## src/rtl/spi_slave_fe_p_if.sv

```systemverilog
// Pin-side and parallel-side signals of the SPI slave front end.
// The slave modport is the front end's own view; master is the surrounding logic / bench.
interface spi_slave_fe_p_if #(
   parameter int DATA_W = 8
);
   logic              sclk;
   logic              ss;
   logic              mosi;
   logic              miso;
   logic              miso_oe;
   logic              cpol;
   logic              cpha;
   logic [DATA_W-1:0] tx_data;
   logic              tx_valid;
   logic              tx_ready;
   logic [DATA_W-1:0] rx_data;
   logic              rx_valid;
   logic              rx_ready;
   logic              rx_overrun;
   logic              busy;

   modport slave (
      input  sclk, ss, mosi, cpol, cpha, tx_data, tx_valid, rx_ready,
      output miso, miso_oe, tx_ready, rx_data, rx_valid, rx_overrun, busy
   );

   modport master (
      output sclk, ss, mosi, cpol, cpha, tx_data, tx_valid, rx_ready,
      input  miso, miso_oe, tx_ready, rx_data, rx_valid, rx_overrun, busy
   );
endinterface

```

## src/rtl/spi_slave_fe_p.sv

```systemverilog
// Parametrised SPI slave front end. Every SPI pin is oversampled in the clk
// domain; edges of sclk are found by comparing the synchronised value with a
// one-cycle history flop. Supports all four SPI modes, either bit order, and
// valid/ready handshakes on the tx and rx words.
module spi_slave_fe_p #(
   parameter int               DATA_W      = 8,
   parameter bit               MSB_FIRST   = 1'b1,
   parameter int               SYNC_STAGES = 2,
   parameter logic [DATA_W-1:0] DUMMY      = '0
) (
   input logic             clk,
   input logic             rst,
   spi_slave_fe_p_if.slave bus
);

   localparam int               CNT_W    = $clog2(DATA_W);
   localparam logic [CNT_W-1:0] CNT_LAST = CNT_W'(DATA_W - 1);

   typedef enum logic [1:0] {IDLE, LOAD, SHIFT} state_t;

   state_t              state, state_n;
   logic [SYNC_STAGES-1:0] sclk_sync, ss_sync, mosi_sync;
   logic                sclk_hist, ss_hist;
   logic                mode_cpol, mode_cpha;
   logic [CNT_W-1:0]    bit_cnt;
   logic                done_p1;
   logic                miso_reg;
   logic [DATA_W-1:0]   tx_sh, rx_sh, hold_data;
   logic                hold_full;
   logic                rx_valid_r, rx_overrun_r;
   logic [DATA_W-1:0]   rx_data_r;

   logic sclk_s, ss_s, mosi_s;
   logic sclk_rise, sclk_fall, lead_edge, trail_edge;
   logic sample_edge, shift_edge, ss_fall, ss_rise;
   logic word_start, shift_act, tx_accept;
   logic [DATA_W-1:0] load_word;

   // Bit that goes on the wire first from a word.
   function automatic logic head_bit(input logic [DATA_W-1:0] w);
      return MSB_FIRST ? w[DATA_W-1] : w[0];
   endfunction

   // Drop the bit just transmitted.
   function automatic logic [DATA_W-1:0] shift_out(input logic [DATA_W-1:0] w);
      return MSB_FIRST ? {w[DATA_W-2:0], 1'b0} : {1'b0, w[DATA_W-1:1]};
   endfunction

   // Append a received bit so that the word ends up in natural bit order.
   function automatic logic [DATA_W-1:0] shift_in(input logic [DATA_W-1:0] w, input logic b);
      return MSB_FIRST ? {w[DATA_W-2:0], b} : {b, w[DATA_W-1:1]};
   endfunction

   assign sclk_s      = sclk_sync[SYNC_STAGES-1];
   assign ss_s        = ss_sync[SYNC_STAGES-1];
   assign mosi_s      = mosi_sync[SYNC_STAGES-1];
   assign sclk_rise   = sclk_s & ~sclk_hist;
   assign sclk_fall   = ~sclk_s & sclk_hist;
   assign lead_edge   = mode_cpol ? sclk_fall : sclk_rise;
   assign trail_edge  = mode_cpol ? sclk_rise : sclk_fall;
   assign sample_edge = mode_cpha ? trail_edge : lead_edge;
   assign shift_edge  = mode_cpha ? lead_edge : trail_edge;
   assign ss_fall     = ~ss_s & ss_hist;
   assign ss_rise     = ss_s & ~ss_hist;
   assign shift_act   = (state == SHIFT) && !ss_rise;
   assign tx_accept   = bus.tx_valid && !hold_full;
   assign load_word   = hold_full ? hold_data : DUMMY;

   // Input synchronisers plus edge-history flops; reset to an idle, deselected bus.
   always_ff @(posedge clk) begin
      if (rst) begin
         sclk_sync <= '0;
         ss_sync   <= '1;
         mosi_sync <= '0;
         sclk_hist <= 1'b0;
         ss_hist   <= 1'b1;
      end else begin
         sclk_sync <= {sclk_sync[SYNC_STAGES-2:0], bus.sclk};
         ss_sync   <= {ss_sync[SYNC_STAGES-2:0], bus.ss};
         mosi_sync <= {mosi_sync[SYNC_STAGES-2:0], bus.mosi};
         sclk_hist <= sclk_s;
         ss_hist   <= ss_s;
      end
   end

   // Mode follows the pins while deselected and is frozen for the whole frame.
   always_ff @(posedge clk) begin
      if (rst) begin
         mode_cpol <= 1'b0;
         mode_cpha <= 1'b0;
      end else if (ss_s) begin
         mode_cpol <= bus.cpol;
         mode_cpha <= bus.cpha;
      end
   end

   // FSM state register.
   always_ff @(posedge clk) begin
      if (rst) state <= IDLE;
      else     state <= state_n;
   end

   // FSM next state; word_start marks the cycle a tx word enters the shifter.
   always_comb begin
      state_n    = state;
      word_start = 1'b0;
      case (state)
         IDLE:  if (ss_fall) state_n = LOAD;
         LOAD:  begin
            word_start = 1'b1;
            state_n    = SHIFT;
         end
         SHIFT: if (done_p1) word_start = 1'b1;
         default: state_n = IDLE;
      endcase
      if (ss_rise) begin
         state_n    = IDLE;
         word_start = 1'b0;
      end
   end

   // Bit counter, word-complete strobe and the miso output flop.
   always_ff @(posedge clk) begin
      if (rst) begin
         bit_cnt  <= CNT_LAST;
         done_p1  <= 1'b0;
         miso_reg <= 1'b0;
      end else begin
         done_p1 <= 1'b0;
         if (shift_act && !done_p1) begin
            if (sample_edge) begin
               if (bit_cnt == '0) done_p1 <= 1'b1;
               else               bit_cnt <= bit_cnt - 1'b1;
            end
         end else begin
            bit_cnt <= CNT_LAST;
         end
         if (word_start && state == LOAD && !mode_cpha)
            miso_reg <= head_bit(load_word);
         else if (shift_act && shift_edge)
            miso_reg <= head_bit(tx_sh);
      end
   end

   // Shift registers and tx holding data. In cpha=0 the first bit is already
   // on miso after LOAD, so the shifter starts one bit ahead.
   always_ff @(posedge clk) begin
      if (word_start)
         tx_sh <= (state == LOAD && !mode_cpha) ? shift_out(load_word) : load_word;
      else if (shift_act && shift_edge)
         tx_sh <= shift_out(tx_sh);
      if (shift_act && sample_edge)
         rx_sh <= shift_in(rx_sh, mosi_s);
      if (tx_accept)
         hold_data <= bus.tx_data;
   end

   // Tx holding register occupancy: filled by the handshake, emptied at each word start.
   always_ff @(posedge clk) begin
      if (rst)             hold_full <= 1'b0;
      else if (tx_accept)  hold_full <= 1'b1;
      else if (word_start) hold_full <= 1'b0;
   end

   // Rx word register, valid flag and overrun pulse.
   always_ff @(posedge clk) begin
      if (rst) begin
         rx_data_r    <= '0;
         rx_valid_r   <= 1'b0;
         rx_overrun_r <= 1'b0;
      end else if (done_p1) begin
         rx_data_r    <= rx_sh;
         rx_valid_r   <= 1'b1;
         rx_overrun_r <= rx_valid_r && !bus.rx_ready;
      end else begin
         rx_overrun_r <= 1'b0;
         if (rx_valid_r && bus.rx_ready) rx_valid_r <= 1'b0;
      end
   end

   assign bus.miso_oe    = ~ss_s;
   assign bus.miso       = miso_reg & ~ss_s;
   assign bus.tx_ready   = ~hold_full;
   assign bus.rx_data    = rx_data_r;
   assign bus.rx_valid   = rx_valid_r;
   assign bus.rx_overrun = rx_overrun_r;
   assign bus.busy       = (state != IDLE);

endmodule

```

## src/flat_wrapper.sv

```systemverilog
// flat-port wrapper written by rule: the top's interface ports become plain ports
module spi_slave_fe_p_flat 
#(
   parameter int               DATA_W      = 8,
   parameter bit               MSB_FIRST   = 1'b1,
   parameter int               SYNC_STAGES = 2,
   parameter logic [DATA_W-1:0] DUMMY      = '0
)
  (clk, rst, bus_sclk, bus_ss, bus_mosi, bus_cpol, bus_cpha, bus_tx_data, bus_tx_valid, bus_rx_ready, bus_miso, bus_miso_oe, bus_tx_ready, bus_rx_data, bus_rx_valid, bus_rx_overrun, bus_busy);
  spi_slave_fe_p_if #(.DATA_W(DATA_W)) bus_i ();
  input logic clk;
  input logic rst;
  input wire logic [$bits(bus_i.sclk)-1:0] bus_sclk;
  input wire logic [$bits(bus_i.ss)-1:0] bus_ss;
  input wire logic [$bits(bus_i.mosi)-1:0] bus_mosi;
  input wire logic [$bits(bus_i.cpol)-1:0] bus_cpol;
  input wire logic [$bits(bus_i.cpha)-1:0] bus_cpha;
  input wire logic [$bits(bus_i.tx_data)-1:0] bus_tx_data;
  input wire logic [$bits(bus_i.tx_valid)-1:0] bus_tx_valid;
  input wire logic [$bits(bus_i.rx_ready)-1:0] bus_rx_ready;
  output wire logic [$bits(bus_i.miso)-1:0] bus_miso;
  output wire logic [$bits(bus_i.miso_oe)-1:0] bus_miso_oe;
  output wire logic [$bits(bus_i.tx_ready)-1:0] bus_tx_ready;
  output wire logic [$bits(bus_i.rx_data)-1:0] bus_rx_data;
  output wire logic [$bits(bus_i.rx_valid)-1:0] bus_rx_valid;
  output wire logic [$bits(bus_i.rx_overrun)-1:0] bus_rx_overrun;
  output wire logic [$bits(bus_i.busy)-1:0] bus_busy;
  assign bus_i.sclk = bus_sclk;
  assign bus_i.ss = bus_ss;
  assign bus_i.mosi = bus_mosi;
  assign bus_i.cpol = bus_cpol;
  assign bus_i.cpha = bus_cpha;
  assign bus_i.tx_data = bus_tx_data;
  assign bus_i.tx_valid = bus_tx_valid;
  assign bus_i.rx_ready = bus_rx_ready;
  assign bus_miso = bus_i.miso;
  assign bus_miso_oe = bus_i.miso_oe;
  assign bus_tx_ready = bus_i.tx_ready;
  assign bus_rx_data = bus_i.rx_data;
  assign bus_rx_valid = bus_i.rx_valid;
  assign bus_rx_overrun = bus_i.rx_overrun;
  assign bus_busy = bus_i.busy;
  spi_slave_fe_p #(.DATA_W(DATA_W), .MSB_FIRST(MSB_FIRST), .SYNC_STAGES(SYNC_STAGES), .DUMMY(DUMMY)) u_core (.clk(clk), .rst(rst), .bus(bus_i));
endmodule
```

## config.mk

```make
export PLATFORM = sky130hd
export DESIGN_NAME = spi_slave_fe_p_flat
export DESIGN_NICKNAME = d
export VERILOG_FILES = /design/src/rtl/spi_slave_fe_p_if.sv /design/src/rtl/spi_slave_fe_p.sv /design/src/flat_wrapper.sv
export SDC_FILE = /design/constraint.sdc
export NUM_CORES = 1
export LEC_CHECK = 0
export CAP_MARGIN = 10
export CELL_PAD_IN_SITES_DETAIL_PLACEMENT = 0
export CELL_PAD_IN_SITES_GLOBAL_PLACEMENT = 2
export CORE_MARGIN = 5
export CORE_UTILIZATION = 46
export CTS_BUF_LIST = sky130_fd_sc_hd__clkbuf_8
export DETAILED_ROUTE_END_ITERATION = 6
export DONT_BUFFER_PORTS = 1
export PLACE_DENSITY_LB_ADDON = 0.1
export SYNTH_ARGS = -nofsm -noshare
export SYNTH_HDL_FRONTEND = slang
export SYNTH_SLANG_ARGS = --single-unit
```

## constraint.sdc

```tcl
create_clock -name clk -period 3.2 [get_ports clk]
set_clock_uncertainty 0.05 [all_clocks]
set_input_delay 0.48 -clock clk [delete_from_list [all_inputs] [get_ports clk]]
set_output_delay 0.48 -clock clk [all_outputs]
set_load 0.005 [all_outputs]
```

==> impl_metrics.toml <==
[timing]
fin_crit_ns = 1.946
rsz0062_at_grt = "false"
final_max_slew_viol_count = 0
setup_viol = 0
max_slew_margin_pct = 56.49
fin_tns_setup_ns = 0
fmax_ghz = 0.5139
hold_violations = 0
period_share_pct = 60.81
fin_hold_ws_ns = 0.1847
worstMarginPinSlew_ns = 0.6514

[drt]
drcViolationCount = 0
drt_iter0_drc = 47
wl_per_cell_um = 13.80
vias = 1155
routed_wl_mm = 3.104
ant_nets = 0
drt_first_pass_iters = 2
via_per_inst = 5.133

[synth]
syn_inst = 173
synthMuxAreaShare_pct = 9.891
async_reset_ff_share_pct = 0
yosys_warnings = 0
synth-xor-area-share_pct = 0.4222
post_synth_and_or_nand_nor_area_fraction_pct = 13.51
synth_edf_count = 24
synthesis.nets = 196
synthAdderAreaFrac_pct = 3.619
synth_top_area_share_pct = 34.74
yosys-top-cells-area = "edfxtp_1 (35%), dfxtp_1 (27%), mux2i_1 (9.2%)"
ys_types = 33
synth_compound_area_share_pct = 6.815
yosysSeqAreaShare_pct = 61.76
synth_top_family_by_area = "simple AND/OR/NAND/NOR gates"
synth.avg_cell_area_um2 = 11.99
synth_top_area_cell = "edfxtp_1"
ys.flop_type = "dfxtp_1"
syn_area_mm2 = 0.002074
synth_seq_cells = 52

[cts]
cts_resized = 0
postCtsSetupRepairBufs = 0
path_clk_slew_ns = 0.09
cts_buffers = 5
clk_latency_ns = 0.30
cts-root-buf = "clkbuf_8"
clkSinkCount = 52
ctsHoldBuffers = 0
htreeDepth = 2
cts_buffer_depth = 2
tritoncts = "yes"

[placed_design]
place.gp.congestion = 0.7436
io_buffer_count = 0
dp_hpwl_mm = 2.260

[global_routing]
grt-ovfl-total = 0
grt_pass1_wl_mm = 5.340
grt_pass1_vias = 1200
use_met1_pct = 13.91
grt_max_degree = 26
top_usage_layer = "met2"
use_met3_pct = 4.567
grt_util_all_layers_pct = 11.18
use_met2_pct = 16.67
antenna_found_initial = 0

[floorplan]
fp.dieArea_mm2 = 0.005953
die_x_um = 77.16
core_mm2 = 0.004354
ios = 31
initial_core_util_pct = 47.64
rows = 24
die_y_um = 77.16

[worst_setup_path]
worstSetupPathType = "reg2reg"
cp_max_fo = 17
crit_chain = "inv_1, ha_1, a21o_1, nand3_2, nand2_1"
endpoint_kind = "flop"
critPathRequiredTime_ns = 3.13
r2r-start = "u_core.state[0]"
worstPathArrival_ns = 1.87
cpPeakStageDelay_ns = 0.38
crit_family = "simple AND/OR/NAND/NOR gates"
start_kind = "flop"
cp_slowest_cell = "nand2_1"
startpoint = "u_core.state[0]"
path_buf_inv = 1

[layout]
syn2layout_area_growth_pct = 6.876
drive_above_1_share_pct = 8.671
diodes = 0
fin_nets = 195

[power]
vdd_ir_drop_max_mv = 0.3314
p_leak_nw = 0.8248
power_per_cell_area_mw_per_mm2 = 545.5

[run_status]
status = "finished clean"

[run]
drv_cap = 0

[worst_hold_path]
worstHoldStart = "rst"
hold_class = "in2reg"
==> cell usage after synthesis, types with 2 or more instances <==
master,number
dfxtp_1,28
edfxtp_1,24
mux2i_1,19
nor2_1,15
inv_1,11
nand2_1,11
nor2b_1,7
o31ai_1,7
buf_2,6
ha_1,6
a21oi_1,5
nand2b_1,4
nor3_1,3
o21ai_0,3
or2_2,3
clkbuf_1,2
nand3_1,2
nand4_1,2
==> layout by cell type, fill, tap and decap left out, types with 2 or more instances in the layout <==
cell      count
nand3_1       2
nor2b_1       7
nor2_1       15
nand2_1      11
clkbuf_8      5
inv_1        11
nand4_1       2
dfxtp_1      28
ha_1          6
nand2b_1      4
or2_2         3
a21oi_1       5
edfxtp_1     24
mux2i_1      19
o31ai_1       7
nor3_1        3
o21ai_0       3
==> where the power goes <==
part | internal, mW | switching [mW] | total, mW
sequential | 0.708 | 0.00907 | 0.717
combinational | 0.0186 | 0.0239 | 0.0425
clock | 0.236 | 0.215 | 0.450
total | 0.962 | 0.248 | 1.21
==> through the flow <==
stage / instances / utilization, % / power [mW] / area [um^2] / setup slack, ns
6_report: 225 / 50.92 / 1.209 / 2217 / 1.254
5_1_grt: 225 / 50.92 / 1.263 / 2217 / 1.087
4_1_cts: 225 / 50.92 / 1.226 / 2217 / 1.236
3_5_place_dp: 217 / 48.28 / 0.7752 / 2102 / 1.240
3_3_place_gp: 217 / 48.28 / 0.7745 / 2102 / 1.318
2_1_floorplan: 173 / - / 0.7700 / 2074 / 1.394
==> metal layers <==
layer / up-vias / part of all wire, %
li1: 604 / -
met1: 509 / 49
met2: 31 / 43
met3: 11 / 6.2
met4: 0 / 2.2
met5: - / 0
==> path summary, 6_finish.rpt <==
kind                                end  slack, ns  cells after the start
hold / removal    u_core.bus.rx_data[6]       0.18                      1
hold reg to reg         u_core.rx_sh[0]       0.36                      0
setup / recovery        u_core.tx_sh[6]       1.25                      5
setup reg to reg        u_core.tx_sh[6]       1.25                      5
==> cells by family after synthesis <==
group                      count (synthesis)
AOI/OAI and AO/OA                         20
muxes                                     20
DFF                                       52
buffers and inverters                     20
and+or+nand+nor                           54
xor gates and xnor gates                   1
adders and majority gates                  6
==> area by class of cell <==
type	count	area (um^2)
clock buffers	5	68.82
well taps	52	65.06
inverters	12	45.04
clock inverters	3	46.29
flip-flops and latches	52	1281
fillers	368	2137
multi-input cells	101	710.7
==> worst reg2reg max path, cell delays in order (launching register included) <==
cell	delay (ns)
dfxtp_1	0.36
inv_1	0.09
ha_1	0.29
a21o_1	0.18
nand3_2	0.27
nand2_1	0.38
(Power assumes the default switching activity.)
